--- src/rtl/noc_pkg.sv ---
// Link flow-control protocol selectors shared by the NoC blocks.
package noc;
    localparam int kFlowControlAckNack     = 0;
    localparam int kFlowControlCreditBased = 1;
endpackage

--- src/rtl/noc_sync_fifo.sv ---
// Circular synchronous FIFO for any Depth >= 2, not only powers of two.
// The caller must not push when full unless it pops in the same cycle.
module noc_sync_fifo #(
    parameter int Width = 34,
    parameter int Depth = 4,
    localparam int PtrW = $clog2(Depth),
    localparam int CntW = $clog2(Depth + 1)
) (
    input  logic             clk,
    input  logic             rst,
    input  logic             push,
    input  logic [Width-1:0] wdata,
    input  logic             pop,
    output logic [Width-1:0] rdata,
    output logic             full,
    output logic             empty,
    output logic [CntW-1:0]  count
);
    logic [Width-1:0] mem [Depth];
    logic [PtrW-1:0]  wr_ptr, rd_ptr;

    function automatic logic [PtrW-1:0] ptr_inc(input logic [PtrW-1:0] p);
        return (p == PtrW'(Depth - 1)) ? '0 : p + 1'b1;
    endfunction

    assign rdata = mem[rd_ptr];
    assign full  = (count == CntW'(Depth));
    assign empty = (count == '0);

    // Storage array; contents are irrelevant while the FIFO is empty, so no reset.
    always_ff @(posedge clk) begin
        if (push) mem[wr_ptr] <= wdata;
    end

    // Pointers wrap at Depth-1; count moves only when exactly one of push/pop happens.
    always_ff @(posedge clk or negedge rst) begin
        if (!rst) begin
            wr_ptr <= '0;
            rd_ptr <= '0;
            count  <= '0;
        end else begin
            if (push) wr_ptr <= ptr_inc(wr_ptr);
            if (pop)  rd_ptr <= ptr_inc(rd_ptr);
            if (push && !pop)      count <= count + 1'b1;
            else if (pop && !push) count <= count - 1'b1;
        end
    end
endmodule

--- src/rtl/noc_link_buffer.sv ---
// Single-link input buffer: FIFO, registered output stage, and either
// ack/nack stop or credit-based flow control selected at elaboration.
module noc_link_buffer
    import noc::*;
#(
    parameter int FlowControl   = kFlowControlCreditBased,
    parameter int Width         = 34,
    parameter int Depth         = 4,
    parameter int StopThreshold = 2,
    parameter int InitCredits   = 4,
    localparam int OccW = $clog2(Depth + 1)
) (
    input  logic             clk,
    input  logic             rst,
    input  logic [Width-1:0] data_in,
    input  logic             data_void_in,
    output logic             stop_out,
    output logic [Width-1:0] data_out,
    output logic             data_void_out,
    input  logic             stop_in,
    output logic [OccW-1:0]  occupancy,
    output logic             overflow_err,
    output logic             credit_err
);
    logic             fifo_full, fifo_empty;
    logic [Width-1:0] head;
    logic             send_ok, pop, wr_ok;

    // Pop is decided on pre-edge state, so a full FIFO that pops can also accept a write.
    assign pop   = !fifo_empty && send_ok;
    assign wr_ok = !data_void_in && (!fifo_full || pop);

    noc_sync_fifo #(.Width(Width), .Depth(Depth)) u_fifo (
        .clk   (clk),
        .rst   (rst),
        .push  (wr_ok),
        .wdata (data_in),
        .pop   (pop),
        .rdata (head),
        .full  (fifo_full),
        .empty (fifo_empty),
        .count (occupancy)
    );

    // Output stage: load head on pop, otherwise hold data and mark void.
    always_ff @(posedge clk or negedge rst) begin
        if (!rst) begin
            data_out      <= '0;
            data_void_out <= 1'b1;
        end else begin
            data_void_out <= !pop;
            if (pop) data_out <= head;
        end
    end

    // Sticky overflow: a flit arrived with no room and no simultaneous pop.
    always_ff @(posedge clk or negedge rst) begin
        if (!rst)                                      overflow_err <= 1'b0;
        else if (!data_void_in && fifo_full && !pop)   overflow_err <= 1'b1;
    end

    if (FlowControl == kFlowControlCreditBased) begin : g_credit
        localparam int CrW = $clog2(InitCredits + 1);
        logic [CrW-1:0] credit_cnt;

        assign send_ok = (credit_cnt != '0);

        // Downstream credits: pop spends one, stop_in pulse returns one; saturate at the ceiling.
        always_ff @(posedge clk or negedge rst) begin
            if (!rst) begin
                credit_cnt <= CrW'(InitCredits);
                credit_err <= 1'b0;
                stop_out   <= 1'b0;
            end else begin
                stop_out <= pop;
                case ({pop, stop_in})
                    2'b10: credit_cnt <= credit_cnt - 1'b1;
                    2'b01: begin
                        if (credit_cnt == CrW'(InitCredits)) credit_err <= 1'b1;
                        else                                 credit_cnt <= credit_cnt + 1'b1;
                    end
                    default: ;
                endcase
            end
        end
    end else begin : g_acknack
        logic [OccW-1:0] next_occ;

        assign send_ok    = !stop_in;
        assign credit_err = 1'b0;
        assign next_occ   = occupancy + {{(OccW-1){1'b0}}, wr_ok} - {{(OccW-1){1'b0}}, pop};

        // Registered stop: raise once free space after this edge falls to the threshold.
        always_ff @(posedge clk or negedge rst) begin
            if (!rst) stop_out <= 1'b0;
            else      stop_out <= (Depth - int'(next_occ)) <= StopThreshold;
        end
    end
endmodule

--- config.mk ---
export PLATFORM = sky130hd
export DESIGN_NAME = noc_link_buffer
export DESIGN_NICKNAME = d
export VERILOG_FILES = /design/src/rtl/noc_pkg.sv /design/src/rtl/noc_sync_fifo.sv /design/src/rtl/noc_link_buffer.sv
export SDC_FILE = /design/constraint.sdc
export NUM_CORES = 1
export LEC_CHECK = 0
export ABC_AREA = 0
export BUFFER_PORTS_ARGS = -buffer_cell sky130_fd_sc_hd__buf_2
export CAP_MARGIN = 20
export CORE_MARGIN = 3
export CORE_UTILIZATION = 35
export CTS_BUF_LIST = sky130_fd_sc_hd__clkbuf_16
export DETAILED_ROUTE_END_ITERATION = 7
export SYNTH_ARGS = -nofsm -noshare
export SYNTH_HDL_FRONTEND = slang
export SYNTH_SLANG_ARGS = --single-unit
--- constraint.sdc ---
create_clock -name clk -period 2.56 [get_ports clk]
set_input_delay 0.384 -clock clk [delete_from_list [all_inputs] [get_ports clk]]
set_output_delay 0.384 -clock clk [all_outputs]
set_load 0.02 [all_outputs]
# Word level (Yosys, flattened, before mapping)
# Memory sizes are Yosys's and may differ from the RTL's. A register that Yosys moved wholly into a read port is not among the register bits.
# Cells that the tools add are included.
[totals]
register_bits = 14
ramBits = 136
input_bits = 38
out_inout_bits = 41
word_cells = 49
memories = 1
[classes]
addsub = 6
n_eq_ne = 7
muxes = 8
reduce_logical = 19
[memory_table]
columns = ["memory", "depth", "word_bits", "read_ports", "rd_clocked_by_memory_dff", "wr", "line_no", "source"]
rows = [
  ["u_fifo.mem", 4, 34, 1, 1, 1, "noc_sync_fifo.sv:19", "logic [Width-1:0] mem [Depth];"],
]
[op_table]
columns = ["cell", "count"]
rows = [
  ["3-bit two-way mux", 3],
  ["3-bit by 1-bit adder with 3-bit output, second input constant", 2],
  ["2-bit == test, second input constant", 3],
  ["3-bit == test, second input constant", 2],
  ["1-bit logical AND", 6],
  ["1-bit zero test", 6],
  ["3-bit case mux with 2 select lines", 1],
  ["3-bit by 1-bit subtractor with 3-bit output, second input constant", 2],
  ["2-bit by 1-bit adder with 2-bit output, second input constant", 2],
  ["2-bit two-way mux", 2],
  ["2-bit AND reduction", 2],
  ["2-bit nonzero test", 2],
  ["3-bit zero test", 1],
  ["3-bit nonzero test", 1],
  ["2-bit by 1-bit == test with 1-bit output, second input constant", 1],
  ["1-bit two-way mux", 2],
  ["2-bit != test, second input constant", 1],
  ["1-bit logical OR", 1],
]

# Longest topological paths before layout
[depth]
ltp_word = 9
ltp_mapped = 10

# Cells and area by module
# Synthesis repeated with hierarchy kept, for this count alone.
[unflattened]
cells_unflattened = 334
hier_area_um2 = 7233.2
[modules_own_cells]
columns = ["module", "instances", "cells_each", "area_per_inst_um2"]
rows = [
  ["noc_sync_fifo", 1, 215, 5375.2],
  ["noc_link_buffer", 1, 119, 1858.0],
]

# Worst setup path before layout
# OpenSTA, ideal clock, no wires.
[synth_path]
path_type = "flip-flop to flip-flop"
start = "reg u_fifo.count[0]"
end = "reg g_credit.credit_cnt[2]"
t_arrival_ps = 2248
t_required_ps = 2473
path_slack_ps = 225
stages_incl_launch_ff = 10
synth_period_minus_slack_ps = 2335
path_cell_list = "dfrtp_1 nor3_4 nor2_4 inv_2 buf_2 nand2_1 fa_1 or3_1 a32oi_1 o21ai_0"
[synth_via]
elab_chain_len = 6
word_cells_on_any_way = 9
cone_classes = "3 x eq/ne; 1 x mux; 5 x reduce/logical"
[synth_rtl]
columns = ["element", "line_no", "source"]
rows = [
  ["start: declaration", "noc_sync_fifo.sv:17", "output logic [CntW-1:0] count"],
  ["start signal: assignment", "noc_sync_fifo.sv:44", "if (push && !pop) count <= count + 1'b1;"],
  ["start signal: assignment", "noc_sync_fifo.sv:45", "else if (pop && !push) count <= count - 1'b1;"],
  ["3-bit zero test *", "noc_sync_fifo.sv:28", "assign empty = (count == '0);"],
  ["1-bit zero test *", "noc_link_buffer.sv:30", "assign pop = !fifo_empty && send_ok;"],
  ["1-bit logical AND *", "noc_link_buffer.sv:30", ""],
  ["2-bit by 1-bit == test with 1-bit output / 2-bit == test (equally long branches)", "noc_link_buffer.sv:76", "case ({pop, stop_in})"],
  ["2-bit != test (no source line) / 2-bit nonzero test (equally long branches)", "n/a", ""],
  ["2-bit AND reduction (no source line)", "n/a", ""],
  ["end signal: assignment", "noc_link_buffer.sv:71", "credit_cnt <= CrW'(InitCredits);"],
  ["end signal: assignment", "noc_link_buffer.sv:77", "2'b10: credit_cnt <= credit_cnt - 1'b1;"],
  ["end signal: assignment", "noc_link_buffer.sv:80", "else credit_cnt <= credit_cnt + 1'b1;"],
  ["end: declaration", "noc_link_buffer.sv:64", "logic [CrW-1:0] credit_cnt;"],
]
# Every way passes the cells marked *; elsewhere a longest branch is shown, timed or not.
# A chain may end at the register's enable or synchronous reset.

# Final worst setup path
# Same ends and word-level chain as after synthesis.

==> impl_metrics.toml <==
[cells_and_area]
nets = 535
layout-drive-gt1-share_pct = 30.88
utilization_pct = 42.97
final_cell_mix = "edfxtp_1, nand2_1, buf_2"
fillCellCount = 1773
area_delta_synth_final_pct = 19.68
final_common_cell = "edfxtp_1"

[clocking]
numCtsBuffers = 17
clk_latency_ps = 430
cts.clk_slew.worst_paths_ps = 60
post-cts-setup-buffer-count = 0
clockRootBuffer = "clkbuf_16"
tritoncts = "done"
ctsResizeCount = 0
cts_htree_levels = 4
clock_sinks = 184
hold_buffers = 0
cts.path.max_buffers = 2

[floorplanning]
dieArea_mm2 = 0.02190
core_mm2 = 0.01965
io_pins = 79
die_w_um = 148.0
rows = 51
die_h_um = 148.0
initial_core_util_pct = 35.90

[setup_path]
ff2ff_setup_slack_ps = 180
critPathKind = "register to register"
reg2reg_depth = 8
critPathLaunchType = "register"
end_kind = "register"
r2r-end = "g_credit.credit_cnt[2]"
crit_path_max_fanout = 11
arrival_ps = 2720
worstReg2RegStart = "u_fifo.count[0]"
cp_data_required_time_ps = 2900

[placed_design]
place_congestion = 0.7368
portBuffers = 78
dp_hpwl_um = 8257

[sta]
maxSlewViolCount = 0
fin_skew_ps = 12.82
relSlewSlack_pct = 51.04
rsz0062_at_grt = "false"
fmaxAchievable_mhz = 420.8
period_share_pct = 92.84
fin_crit_ps = 2377
finalSetupTns_ps = 0
worstMarginPinSlew_ps = 734.3
finalHoldViolCount = 0
finalSetupViolations = 0

[route]
dr.pass1.iters = 4
wl_per_cell_um = 17.59
ant_nets = 0
drt_iter0_drc = 206
routed_via_density = 4.717
drcViolationCount = 0
routed_wirelength_um = 13510
vias = 3623

[global_route]
grt_pass1_wl_um = 21280
grt_overflow = 0
grt_usage_pct = 13.13
antenna_found_initial = 3
grt_max_degree = 37
use_met3_pct = 5.273
grt_pass1_vias = 3754
grt_busiest_layer = "met2"
grt_use_met2_pct = 20.60
grt_use_met1_pct = 16.37

[power_and_ir_drop]
ir_drop_v = 0.0004675
leakagePower_nw = 3.271
p_per_area_mw_per_mm2 = 1275

[synthesis]
synth_top_area_share_pct = 57.88
ys_seq_area_share_pct = 74.94
syn_nets = 442
synth_warnings = 0
ys_ff_latch = 184
yosys.cell_types.count = 38
netlist_top_cells_area = "edfxtp_1, dfrtp_1, mux4_2, nand2_1, mux4_1"
yosys.area.top_type = "edfxtp_1"
syn_avg_cell_area_um2 = 17.82
netlist_area_mm2 = 0.007056
synthCells = 396

[job]
drv_cap = 0

[worst_hold_path]
hold_class = "primary input to asynchronous set/reset pin"

[outcome]
status = "finished clean"
==> layout make-up <==
class | count | area (um^2) | area share (%)
inverter | 4 | 15.01 | 0.1778
timing repair buffer | 90 | 543.0 | 6.431
clock buffer | 17 | 425.4 | 5.038
tap | 265 | 331.6 | 3.927
antenna | 1 | 2.502 | 0.02963
clock inverter | 15 | 196.4 | 2.326
sequential | 184 | 5290 | 62.65
multi-input combinational | 192 | 1640 | 19.43
==> flip-flops by register name (all words and copies together) (netlist names) <==
name	cells
credit_err	1
data_out	34
data_void_out	1
g_credit.credit_cnt	3
overflow_err	1
stop_out	1
u_fifo.count	3
u_fifo.mem	136
u_fifo.rd_ptr	2
u_fifo.wr_ptr	2
==> logic make-up (layout without fill, tap and decap cells) <==
group                      after synthesis  count (layout)  synth area share [%]
other                                    0               1                     0
and+or+nand+nor                        131             131                 7.874
buffers and inverters                   20             126                 1.880
DFF                                    184             184                 74.94
muxes                                   35              35                 11.60
adders and majority gates                8               8                 1.631
xor gates and xnor gates                 4               4                0.4966
AOI/OAI and AO/OA                       14              14                 1.578
==> how the worst max path moves through the flow <==
stage                             end  slack, ps             from
3_5_place_dp   g_credit.credit_cnt[2]        190  u_fifo.count[0]
4_1_cts        g_credit.credit_cnt[2]        170  u_fifo.count[0]
3_3_place_gp   g_credit.credit_cnt[2]        320  u_fifo.count[0]
2_1_floorplan  g_credit.credit_cnt[2]        220  u_fifo.count[0]
5_1_grt        g_credit.credit_cnt[2]         30  u_fifo.count[0]
6_report       g_credit.credit_cnt[2]        180  u_fifo.count[0]
==> critical path: stages, from the launching register on <==
cell and delay [ps]:
dfrtp_1 480, nor3_4 350, nor2_4 70, inv_2 190, nand2_1 120, fa_1 420
or3_1 360, a32oi_1 190, o21ai_0 110
==> where the power goes <==
group,internal (mW),switching [mW]
clock,1.70,1.03
combinational,1.43,2.11
sequential,4.10,0.395
==> stage by stage <==
step           power (mW)  instance area, um^2  instances  worst slack [ps]  hold WS (ps)
3_3_place_gp        8.074                 7820        735             315.5         456.6
5_1_grt             11.47                 8442        767             30.63         54.97
4_1_cts             10.96                 8442        767             170.3         18.56
6_report            10.77                 8444        768             183.3         18.00
3_5_place_dp        8.196                 7820        735             185.6         457.6
2_1_floorplan       7.036                 7056        396             224.8         88.41
==> layer usage <==
| layer | part of all wire [%] | vias up | wire [um] |
|---|---|---|---|
| met4 | 1.6 | 6 | 220 |
| met5 | 0.27 | - | 36 |
| li1 | - | 1673 | - |
| met3 | 6.7 | 23 | 903 |
| met2 | 48 | 74 | 6490 |
| met1 | 43 | 1847 | 5856 |
==> cell usage after synthesis <==
master,instances
o32a_1,1
a31oi_2,1
o221ai_1,1
or3_1,1
and2_1,5
edfxtp_1,136
or3_4,1
buf_6,6
clkbuf_2,1
and3_4,1
dfrtp_1,46
ha_1,6
a21oi_1,2
inv_2,1
nor2b_1,1
nor3_1,2
xnor2_1,1
nor4_1,1
o21ai_0,4
inv_1,3
mux2_2,1
mux4_1,11
buf_2,9
dfstp_2,2
a32oi_1,1
a41o_1,1
nand3_1,1
nor2_4,1
and2_4,1
nor3_4,1
mux4_2,23
o21bai_1,1
a21o_1,1
fa_1,2
nand2_1,109
nor2_1,6
xor2_1,3
o41ai_2,1
No activity file was read; power rests on OpenSTA's default activity.
